### config.mk
export PLATFORM = sky130hd
export DESIGN_NAME = imem_loader
export DESIGN_NICKNAME = d
export VERILOG_FILES = /design/src/rtl/imem_loader.sv
export SDC_FILE = /design/constraint.sdc
export NUM_CORES = 1
export LEC_CHECK = 0
export ABC_AREA = 1
export BUFFER_PORTS_ARGS = -buffer_cell sky130_fd_sc_hd__buf_2
export CORE_MARGIN = 2
export CORE_UTILIZATION = 57
export DETAILED_ROUTE_END_ITERATION = 10
export PLACE_DENSITY = 0.9
export SLEW_MARGIN = 30
export SYNTH_ARGS = -nofsm -noshare
export SYNTH_HDL_FRONTEND = slang
export SYNTH_SLANG_ARGS = --single-unit
### constraint.sdc
create_clock -name clk -period 4.2 [get_ports clk]
set_input_delay 0.21 -clock clk [delete_from_list [all_inputs] [get_ports clk]]
set_output_delay 0.21 -clock clk [all_outputs]
set_load 0.05 [all_outputs]
### src/rtl/imem_loader.sv
// Byte-stream program loader for the single-cycle core's instruction memory.
// Packs little-endian bytes into words, writes them out and holds the core in reset until loaded.
module imem_loader #(
    parameter int INSTRUC_WIDTH = 32,
    parameter int ADDRESS_WIDTH = 32,
    parameter int MEM_SIZE      = 10,
    parameter int CW            = $clog2(MEM_SIZE + 1)
) (
    input  logic                     clk,
    input  logic                     rst,
    input  logic                     start_i,
    input  logic                     byte_valid_i,
    input  logic [7:0]               byte_data_i,
    input  logic                     byte_last_i,
    output logic                     byte_ready_o,
    output logic                     imem_we_o,
    output logic [ADDRESS_WIDTH-1:0] imem_addr_o,
    output logic [INSTRUC_WIDTH-1:0] imem_wdata_o,
    output logic                     core_rst_o,
    output logic                     busy_o,
    output logic                     done_o,
    output logic [CW-1:0]            word_count_o
);

    typedef enum logic [1:0] {
        IDLE  = 2'd0,
        RECV  = 2'd1,
        WRITE = 2'd2,
        RUN   = 2'd3
    } state_t;

    state_t                   state;
    state_t                   state_next;

    logic [1:0]               byte_idx;
    logic [CW-1:0]            word_idx;
    logic [CW-1:0]            word_count;
    logic [INSTRUC_WIDTH-1:0] asm_word;
    logic [INSTRUC_WIDTH-1:0] merged;
    logic [INSTRUC_WIDTH-1:0] wdata_q;
    logic [ADDRESS_WIDTH-1:0] addr_q;
    logic                     last_flag;

    logic                     accept;
    logic                     word_end;
    logic                     mem_full;

    assign accept   = (state == RECV) && byte_valid_i;
    assign word_end = accept && ((byte_idx == 2'd3) || byte_last_i);
    // True while writing the word that occupies the final memory slot.
    assign mem_full = (word_idx == CW'(MEM_SIZE - 1));

    // Drop the incoming byte into its little-endian lane of the word being assembled.
    always_comb begin
        merged = asm_word;
        case (byte_idx)
            2'd0:    merged[7:0]   = byte_data_i;
            2'd1:    merged[15:8]  = byte_data_i;
            2'd2:    merged[23:16] = byte_data_i;
            default: merged[31:24] = byte_data_i;
        endcase
    end

    always_ff @(posedge clk) begin
        if (rst) begin
            state <= IDLE;
        end else begin
            state <= state_next;
        end
    end

    always_comb begin
        state_next   = state;
        byte_ready_o = 1'b0;
        imem_we_o    = 1'b0;
        core_rst_o   = 1'b1;
        busy_o       = 1'b0;
        done_o       = 1'b0;
        case (state)
            IDLE: begin
                if (start_i) begin
                    state_next = RECV;
                end
            end
            RECV: begin
                byte_ready_o = 1'b1;
                busy_o       = 1'b1;
                if (word_end) begin
                    state_next = WRITE;
                end
            end
            WRITE: begin
                imem_we_o = 1'b1;
                busy_o    = 1'b1;
                if (last_flag || mem_full) begin
                    state_next = RUN;
                end else begin
                    state_next = RECV;
                end
            end
            default: begin
                core_rst_o = 1'b0;
                done_o     = 1'b1;
                if (start_i) begin
                    state_next = RECV;
                end
            end
        endcase
    end

    // Address and data are captured with the final byte so they are stable
    // throughout WRITE and keep their value until the next word completes.
    always_ff @(posedge clk) begin
        if (rst) begin
            byte_idx   <= '0;
            word_idx   <= '0;
            word_count <= '0;
            asm_word   <= '0;
            wdata_q    <= '0;
            addr_q     <= '0;
            last_flag  <= 1'b0;
        end else begin
            case (state)
                IDLE, RUN: begin
                    if (start_i) begin
                        byte_idx   <= '0;
                        word_idx   <= '0;
                        word_count <= '0;
                        asm_word   <= '0;
                        last_flag  <= 1'b0;
                    end
                end
                RECV: begin
                    if (accept) begin
                        asm_word <= merged;
                        byte_idx <= byte_idx + 2'd1;
                        if (word_end) begin
                            addr_q    <= ADDRESS_WIDTH'(word_idx) << 2;
                            wdata_q   <= merged;
                            last_flag <= byte_last_i;
                        end
                    end
                end
                default: begin
                    word_idx   <= word_idx + 1'b1;
                    word_count <= word_idx + 1'b1;
                    byte_idx   <= '0;
                    asm_word   <= '0;
                end
            endcase
        end
    end

    assign imem_addr_o  = addr_q;
    assign imem_wdata_o = wdata_q;
    assign word_count_o = word_count;

endmodule

==> flow_metrics.py, run 1 <==
metrics = {
    "drt": {
        "viasPerCell": 5.27,
        "wl_per_cell_um": 14.2,
        "ant_nets": 0,
        "vias": 2979,
        "dr.pass1.iters": 5,
        "dr.first_iter.drc_count": 339,
        "totalWireLength_um": 8010,
        "drc_errors": 0,
    },
    "worst_setup_path": {
        "crit_top_cell": "inv_2",
        "rr_endpoint": "imem_addr_o[3]",
        "arrival_ns": 2.27,
        "slowest_delay_ns": 0.56,
        "path_class": "flop to flop",
        "r2r-start": "state[0]",
        "rrSetupSlack_ns": 2.22,
        "crit_path_top_delay_cell": "inv_2",
        "required_ns": 4.49,
        "worstSetupEndpointType": "flop",
        "path_cells": "ha_1 -> nand2_1 -> inv_2 -> nand2_4 -> inv_2 -> o21ai_0 -> a21oi_1",
        "reg2reg_depth": 7,
        "start_kind": "flop",
        "worstPathMaxFanout": 39,
    },
    "timing": {
        "final.setup_skew_ns": 0.00772,
        "setup_tns_ns": 0,
        "worst_pin_slew_ns": 0.892,
        "slew_headroom": 0.403,
        "rsz0062_at_grt": "false",
        "setup_viol": 0,
        "fmax_mhz": 505,
        "slew_violations": 0,
        "final.period_utilization": 0.471,
        "finalCriticalPeriod_ns": 1.98,
        "finalHoldViolations": 0,
        "hold_ws_ns": 0.189,
    },
    "cts": {
        "cts_setup_buffers": 0,
        "numCtsBuffers": 9,
        "path_clk_slew_ns": 0.07,
        "cts_tree": "done",
        "cts_resized": 0,
        "cts_buffer_depth": 2,
        "htree_levels": 3,
        "clock_sinks": 77,
        "clk_latency_ns": 0.36,
        "root_buffer": "clkbuf_8",
        "hold_buffers": 0,
    },
    "placement": {
        "io_buffers": 57,
        "globalplace.congestion": 0.811,
        "place_area_sq_um": 3670,
        "hpwl_um": 4970,
    },
    "job": {
        "maxCapViolCount": 0,
    },
    "layout": {
        "drive_gt1_frac": 0.227,
        "final_area_sq_um": 3930,
        "layout.nets": 508,
        "antennaDiodeCount": 0,
        "synthToLayoutAreaGrowth_pct": 11.5,
    },
    "global_routing": {
        "grt_util_all_layers": 0.248,
        "grt_pass1_vias": 2762,
        "grt_max_degree": 41,
        "antenna_found_initial": 0,
        "grt_pass1_wl_um": 12700,
        "grt_overflow": 0,
    },
    "die": {
        "initial_core_util": 0.591,
        "die_w_um": 82.6,
        "core_area_sq_um": 5960,
        "dieHeight_um": 82.6,
        "rows": 28,
        "die_area_sq_um": 6820,
        "io_pins": 86,
    },
    "yosys": {
        "yosys_warnings": 0,
        "synth_seq_cells": 77,
        "netlist_area_sq_um": 3520,
        "postSynthAreaPerCell_sq_um": 7.97,
        "syn_inst": 442,
        "synth_top_area_frac": 0.438,
        "ys_seq_area_frac": 0.438,
        "yosysTopAreaCell": "dfxtp_1",
        "synth_cell_types": 22,
        "synth.area.top_cells": "dfxtp_1, nand2_1, a21oi_1, mux2_2, buf_4",
    },
    "status": {
        "status": "complete, no violations",
    },
    "power_and_ir_drop": {
        "p_sw_frac": 0.267,
        "clkPwrFrac": 0.425,
        "p_int_mw": 1.23,
        "leakage_nw": 1.69,
        "power.switching_mw": 0.446,
        "power_per_cell_area_nw_per_um2": 426,
        "p_comb_frac": 0.128,
        "peakVddDrop_uv": 254,
        "seqPwrFrac": 0.448,
    },
    "hold_path": {
        "min_to": "state[0]",
        "hp-class": "input port to flop",
        "hold_depth": 3,
        "hold_start": "start_i",
    },
}
-- cells by family (layout without fill, tap and decap cells) --
group           after synthesis  count (layout)  synth area share
buf+inv                      74              95             0.119
other cells                   1              28           0.00107
simple gates                163             163             0.179
mux                          32              32             0.102
flops                        77              77             0.438
fa+ha+maj                    10              10            0.0355
compound gates               85              85             0.125
-- synth_stat cells --
master,number
a211oi_1,1
a21oi_1,74
and2_1,1
buf_1,1
buf_2,15
buf_4,29
buf_6,2
clkbuf_1,6
conb_1,1
dfxtp_1,77
ha_1,10
inv_1,17
inv_2,4
mux2_2,32
nand2_1,150
nand2_4,1
nand3_1,3
nand3b_1,1
nor2_1,7
o21ai_0,8
o21ai_4,1
o22ai_1,1
-- routing by layer --
metal / GRT usage / part of all wire / vias to the layer above
li1: - / - / 1454
met1: 0.306 / 0.40 / 1362
met2: 0.409 / 0.48 / 124
met3: 0.0522 / 0.073 / 39
met4: 0.125 / 0.041 / 0
met5: 0 / 0 / -
-- power groups by stage --
stage	Sequential [mW]	Combinational (mW)	Clock, mW
after CTS	0.748	0.211	0.710
after global routing	0.750	0.227	0.740
after global placement	0.765	0.203	0
after detailed placement	0.765	0.207	0
after floorplan	0.784	0.175	0
final	0.749	0.213	0.710
-- worst max-delay path by stage --
stage / from / to / slack, ns
finish: state[0] / imem_addr_o[3] / 2.22
global route: state[0] / imem_addr_o[3] / 2.04
CTS: state[0] / imem_wdata_o[16] / 2.22
detailed placement: state[0] / imem_addr_o[4] / 2.25
global placement: state[0] / imem_wdata_o[19] / 2.32
floorplan: state[0] / asm_word[10] / 2.51
-- layout by cell type (no fill, tap or decap), drive strengths merged, types with 7 or more instances in the layout --
cell type  Yosys  layout
clkbuf         6      13
ha            10      10
buf           47      58
mux2          32      32
inv           21      21
nand2        151     151
o21ai          9       9
nor2           7       7
conb           1      28
a21oi         74      74
dfxtp         77      77
-- per-stage QoR --
step	worst slack, ns	power (mW)	util	std cells
final	2.22	1.67	0.659	565
after global routing	2.04	1.72	0.659	565
after CTS	2.22	1.67	0.659	565
after detailed placement	2.25	0.973	0.616	549
after global placement	2.32	0.968	0.616	549
after floorplan	2.51	0.959	-	469
-- state kept, by name, summed over array words and instances, names as in the netlist --
| name | cells |
|---|---|
| imem_wdata_o | 32 |
| imem_addr_o | 4 |
| last_flag | 1 |
| byte_idx | 2 |
| word_count_o | 4 |
| asm_word | 32 |
| state | 2 |
-- final cells by class --
cell class | count | area [sq um]
Clock buffer | 13 | 169
Clock inverter | 3 | 90.1
Fill cell | 494 | 2030
Inverter | 21 | 78.8
Multi-Input combinational cell | 318 | 1660
Sequential cell | 77 | 1540
Tap cell | 75 | 93.8
Timing Repair Buffer | 58 | 293
-- critical path, delay by kind of cell (launching register included) --
kind | cells | cell delay (ns)
adders and majority gates | 1 | 0.24
buffers and inverters | 2 | 0.64
DFF | 1 | 0.38
and+or+nand+nor | 2 | 0.30
AOI/OAI and AO/OA | 2 | 0.30
(Power assumes the default switching activity.)
==> inputs of run 2 (changes only) <==
--- a/config.mk
+++ b/config.mk
@@ -5,12 +5,12 @@
 export SDC_FILE = /design/constraint.sdc
 export NUM_CORES = 1
 export LEC_CHECK = 0
-export ABC_AREA = 1
+export ABC_AREA = 0
 export BUFFER_PORTS_ARGS = -buffer_cell sky130_fd_sc_hd__buf_2
 export CORE_MARGIN = 2
-export CORE_UTILIZATION = 57
+export CORE_UTILIZATION = 48
 export DETAILED_ROUTE_END_ITERATION = 10
-export PLACE_DENSITY = 0.9
+export PLACE_DENSITY = 0.82
 export SLEW_MARGIN = 30
 export SYNTH_ARGS = -nofsm -noshare
 export SYNTH_HDL_FRONTEND = slang
==> constraint.sdc (replaced) <==
create_clock -name clk -period 1.7 [get_ports clk]
set_input_delay 0.085 -clock clk [delete_from_list [all_inputs] [get_ports clk]]
set_output_delay 0.085 -clock clk [all_outputs]
set_load 0.05 [all_outputs]
==> flow_metrics.py, run 2 <==
metrics = {
    "global_routing": {
        "grt_pass1_vias": 2513,
        "antenna_found_initial": 0,
        "grt_overflow": 0,
        "grt_pass1_wl_um": 12400,
        "grt_util_all_layers": 0.206,
        "grt_max_degree": 57,
    },
    "yosys": {
        "synth.area.top_cells": "dfxtp_1, mux2i_1, a211oi_1, buf_4, a22o_1",
        "synth_cell_types": 37,
        "netlist_area_sq_um": 3500,
        "synth_edf_count": 0,
        "asyncSetResetFlopFracSynth": 0,
        "yosysTopAreaCell": "dfxtp_1",
        "synth_top_area_frac": 0.440,
        "ys_seq_area_frac": 0.440,
        "synth_seq_cells": 77,
        "postSynthAreaPerCell_sq_um": 10.1,
        "synth_most_common_cell": "dfxtp_1",
        "synth_common_cells": "dfxtp_1, mux2i_1, nor2_1, a211oi_1, buf_4",
        "yosys_warnings": 0,
        "synth_ff_type": "dfxtp_1",
        "syn_inst": 348,
    },
    "layout": {
        "antennaDiodeCount": 0,
        "fin_util": 0.576,
        "drive_gt1_frac": 0.267,
        "layout.nets": 433,
        "final_common_cell": "dfxtp_1",
        "layout_common_cells": "dfxtp_1, buf_2, mux2i_1, nor2_1, a211oi_1",
        "num-fill-cells": 651,
        "synthToLayoutAreaGrowth_pct": 17.5,
    },
    "cts": {
        "root_buffer": "clkbuf_8",
        "path_clk_slew_ns": 0.08,
        "clk_latency_ns": 0.35,
        "clock_sinks": 77,
        "cts_setup_buffers": 0,
        "numCtsBuffers": 9,
        "cts_tree": "done",
        "htree_levels": 3,
        "cts_buffer_depth": 2,
    },
    "drt": {
        "dr.pass1.iters": 4,
        "drc_errors": 0,
        "wl_met2_um": 4050,
        "ant_nets": 0,
        "viasPerCell": 5.31,
        "wl_met3_um": 415,
        "dr.first_iter.drc_count": 101,
        "dr.max_layer_used": "met4",
        "wl_per_cell_um": 15.6,
        "vias": 2731,
        "totalWireLength_um": 8040,
        "m1WireLength_um": 3410,
    },
    "timing": {
        "rsz0062_at_grt": "false",
        "final.setup_skew_ns": 0.0113,
        "setup_tns_ns": 0,
        "finalCriticalPeriod_ns": 1.60,
        "setup_viol": 0,
        "slew_headroom": 0.662,
        "finalHoldViolations": 0,
        "fin_ws_ns": 0.103,
        "hold_ws_ns": 0.109,
        "worst_pin_slew_ns": 0.506,
        "final.period_utilization": 0.939,
        "slew_violations": 0,
        "fmax_mhz": 626,
    },
    "worst_setup_path": {
        "worstSetupEndpointType": "flop",
        "arrival_ns": 1.83,
        "rrSetupSlack_ns": 0.10,
        "required_ns": 1.93,
        "start_kind": "flop",
        "path_class": "flop to flop",
        "worstPathMaxFanout": 8,
    },
    "power_and_ir_drop": {
        "power_per_cell_area_nw_per_um2": 1010,
        "peakVddDrop_uv": 394,
        "power_mw": 4.14,
        "leakage_nw": 1.68,
    },
    "hold_path": {
        "hp-class": "input port to flop",
    },
    "die": {
        "rows": 31,
        "die_w_um": 89.4,
        "core_area_sq_um": 7140,
        "die_area_sq_um": 7990,
        "dieHeight_um": 89.4,
        "io_pins": 86,
        "initial_core_util": 0.490,
    },
    "placement": {
        "io_buffers": 57,
        "hpwl_um": 5580,
        "dp_slack_ns": 0.0329,
        "globalplace.congestion": 0.852,
    },
    "job": {
        "maxCapViolCount": 0,
    },
    "status": {
        "status": "complete, no violations",
    },
}
[run 2: kinds of logic (layout without fill, tap and decap cells)]
group / count (synthesis) / count (layout) / synth area share
multiplexers: 34 / 34 / 0.0972
AND/OR/NAND/NOR: 70 / 70 / 0.105
adder cells (fa/ha/maj): 10 / 10 / 0.0358
AO/OA/AOI/OAI: 98 / 98 / 0.220
buffers and inverters: 58 / 98 / 0.100
other: 1 / 28 / 0.00107
flip-flops: 77 / 77 / 0.440
[run 2: worst paths after layout]
path,cells after the start,startpoint,end
min reg2reg,2,imem_addr_o[4],imem_addr_o[4]
max,6,state[0],asm_word[0]
max reg2reg,6,state[0],asm_word[0]
min,3,byte_last_i,last_flag
[run 2: final cells by class]
cell class	count	area, sq um	share of cell area
Clock buffer	10	128	0.0310
Multi-Input combinational cell	240	1760	0.429
Timing Repair Buffer	74	428	0.104
Sequential cell	77	1550	0.376
Inverter	8	30.0	0.00730
Tap cell	99	124	0.0301
Clock inverter	6	93.8	0.0228
[run 2: critical path: stages (launching register included)]
cell     delay, ns
dfxtp_4       0.38
inv_1         0.07
ha_4          0.28
nor2b_4       0.26
nor3b_2       0.07
buf_4         0.17
a32o_1        0.25
[run 2: repair_timing]
action                                  CTS  global route
pin swaps                                 0             0
gates resized for setup                   1             9
endpoints found under the setup margin    1            54
hold buffers                              0             0
[run 2: metal layers]
metal,GRT usage,vias up
met3,0.0286,13
met5,0,-
li1,-,1335
met1,0.267,1289
met2,0.345,94
met4,0.0868,0
[run 2: stage by stage]
step | std cells | instance area, sq um
after floorplan | 375 | 3600
after global placement | 498 | 3830
after detailed placement | 498 | 3830
after CTS | 514 | 4060
after global routing | 514 | 4110
final | 514 | 4110
[run 2: report_power, final]
group          switching (mW)  leakage [nW]  internal [mW]  total (mW)
Clock                   0.694         0.107          0.840        1.53
Sequential             0.0318         0.624           1.85        1.88
Combinational           0.542         0.949          0.179       0.721
Total                    1.27          1.68           2.87        4.14
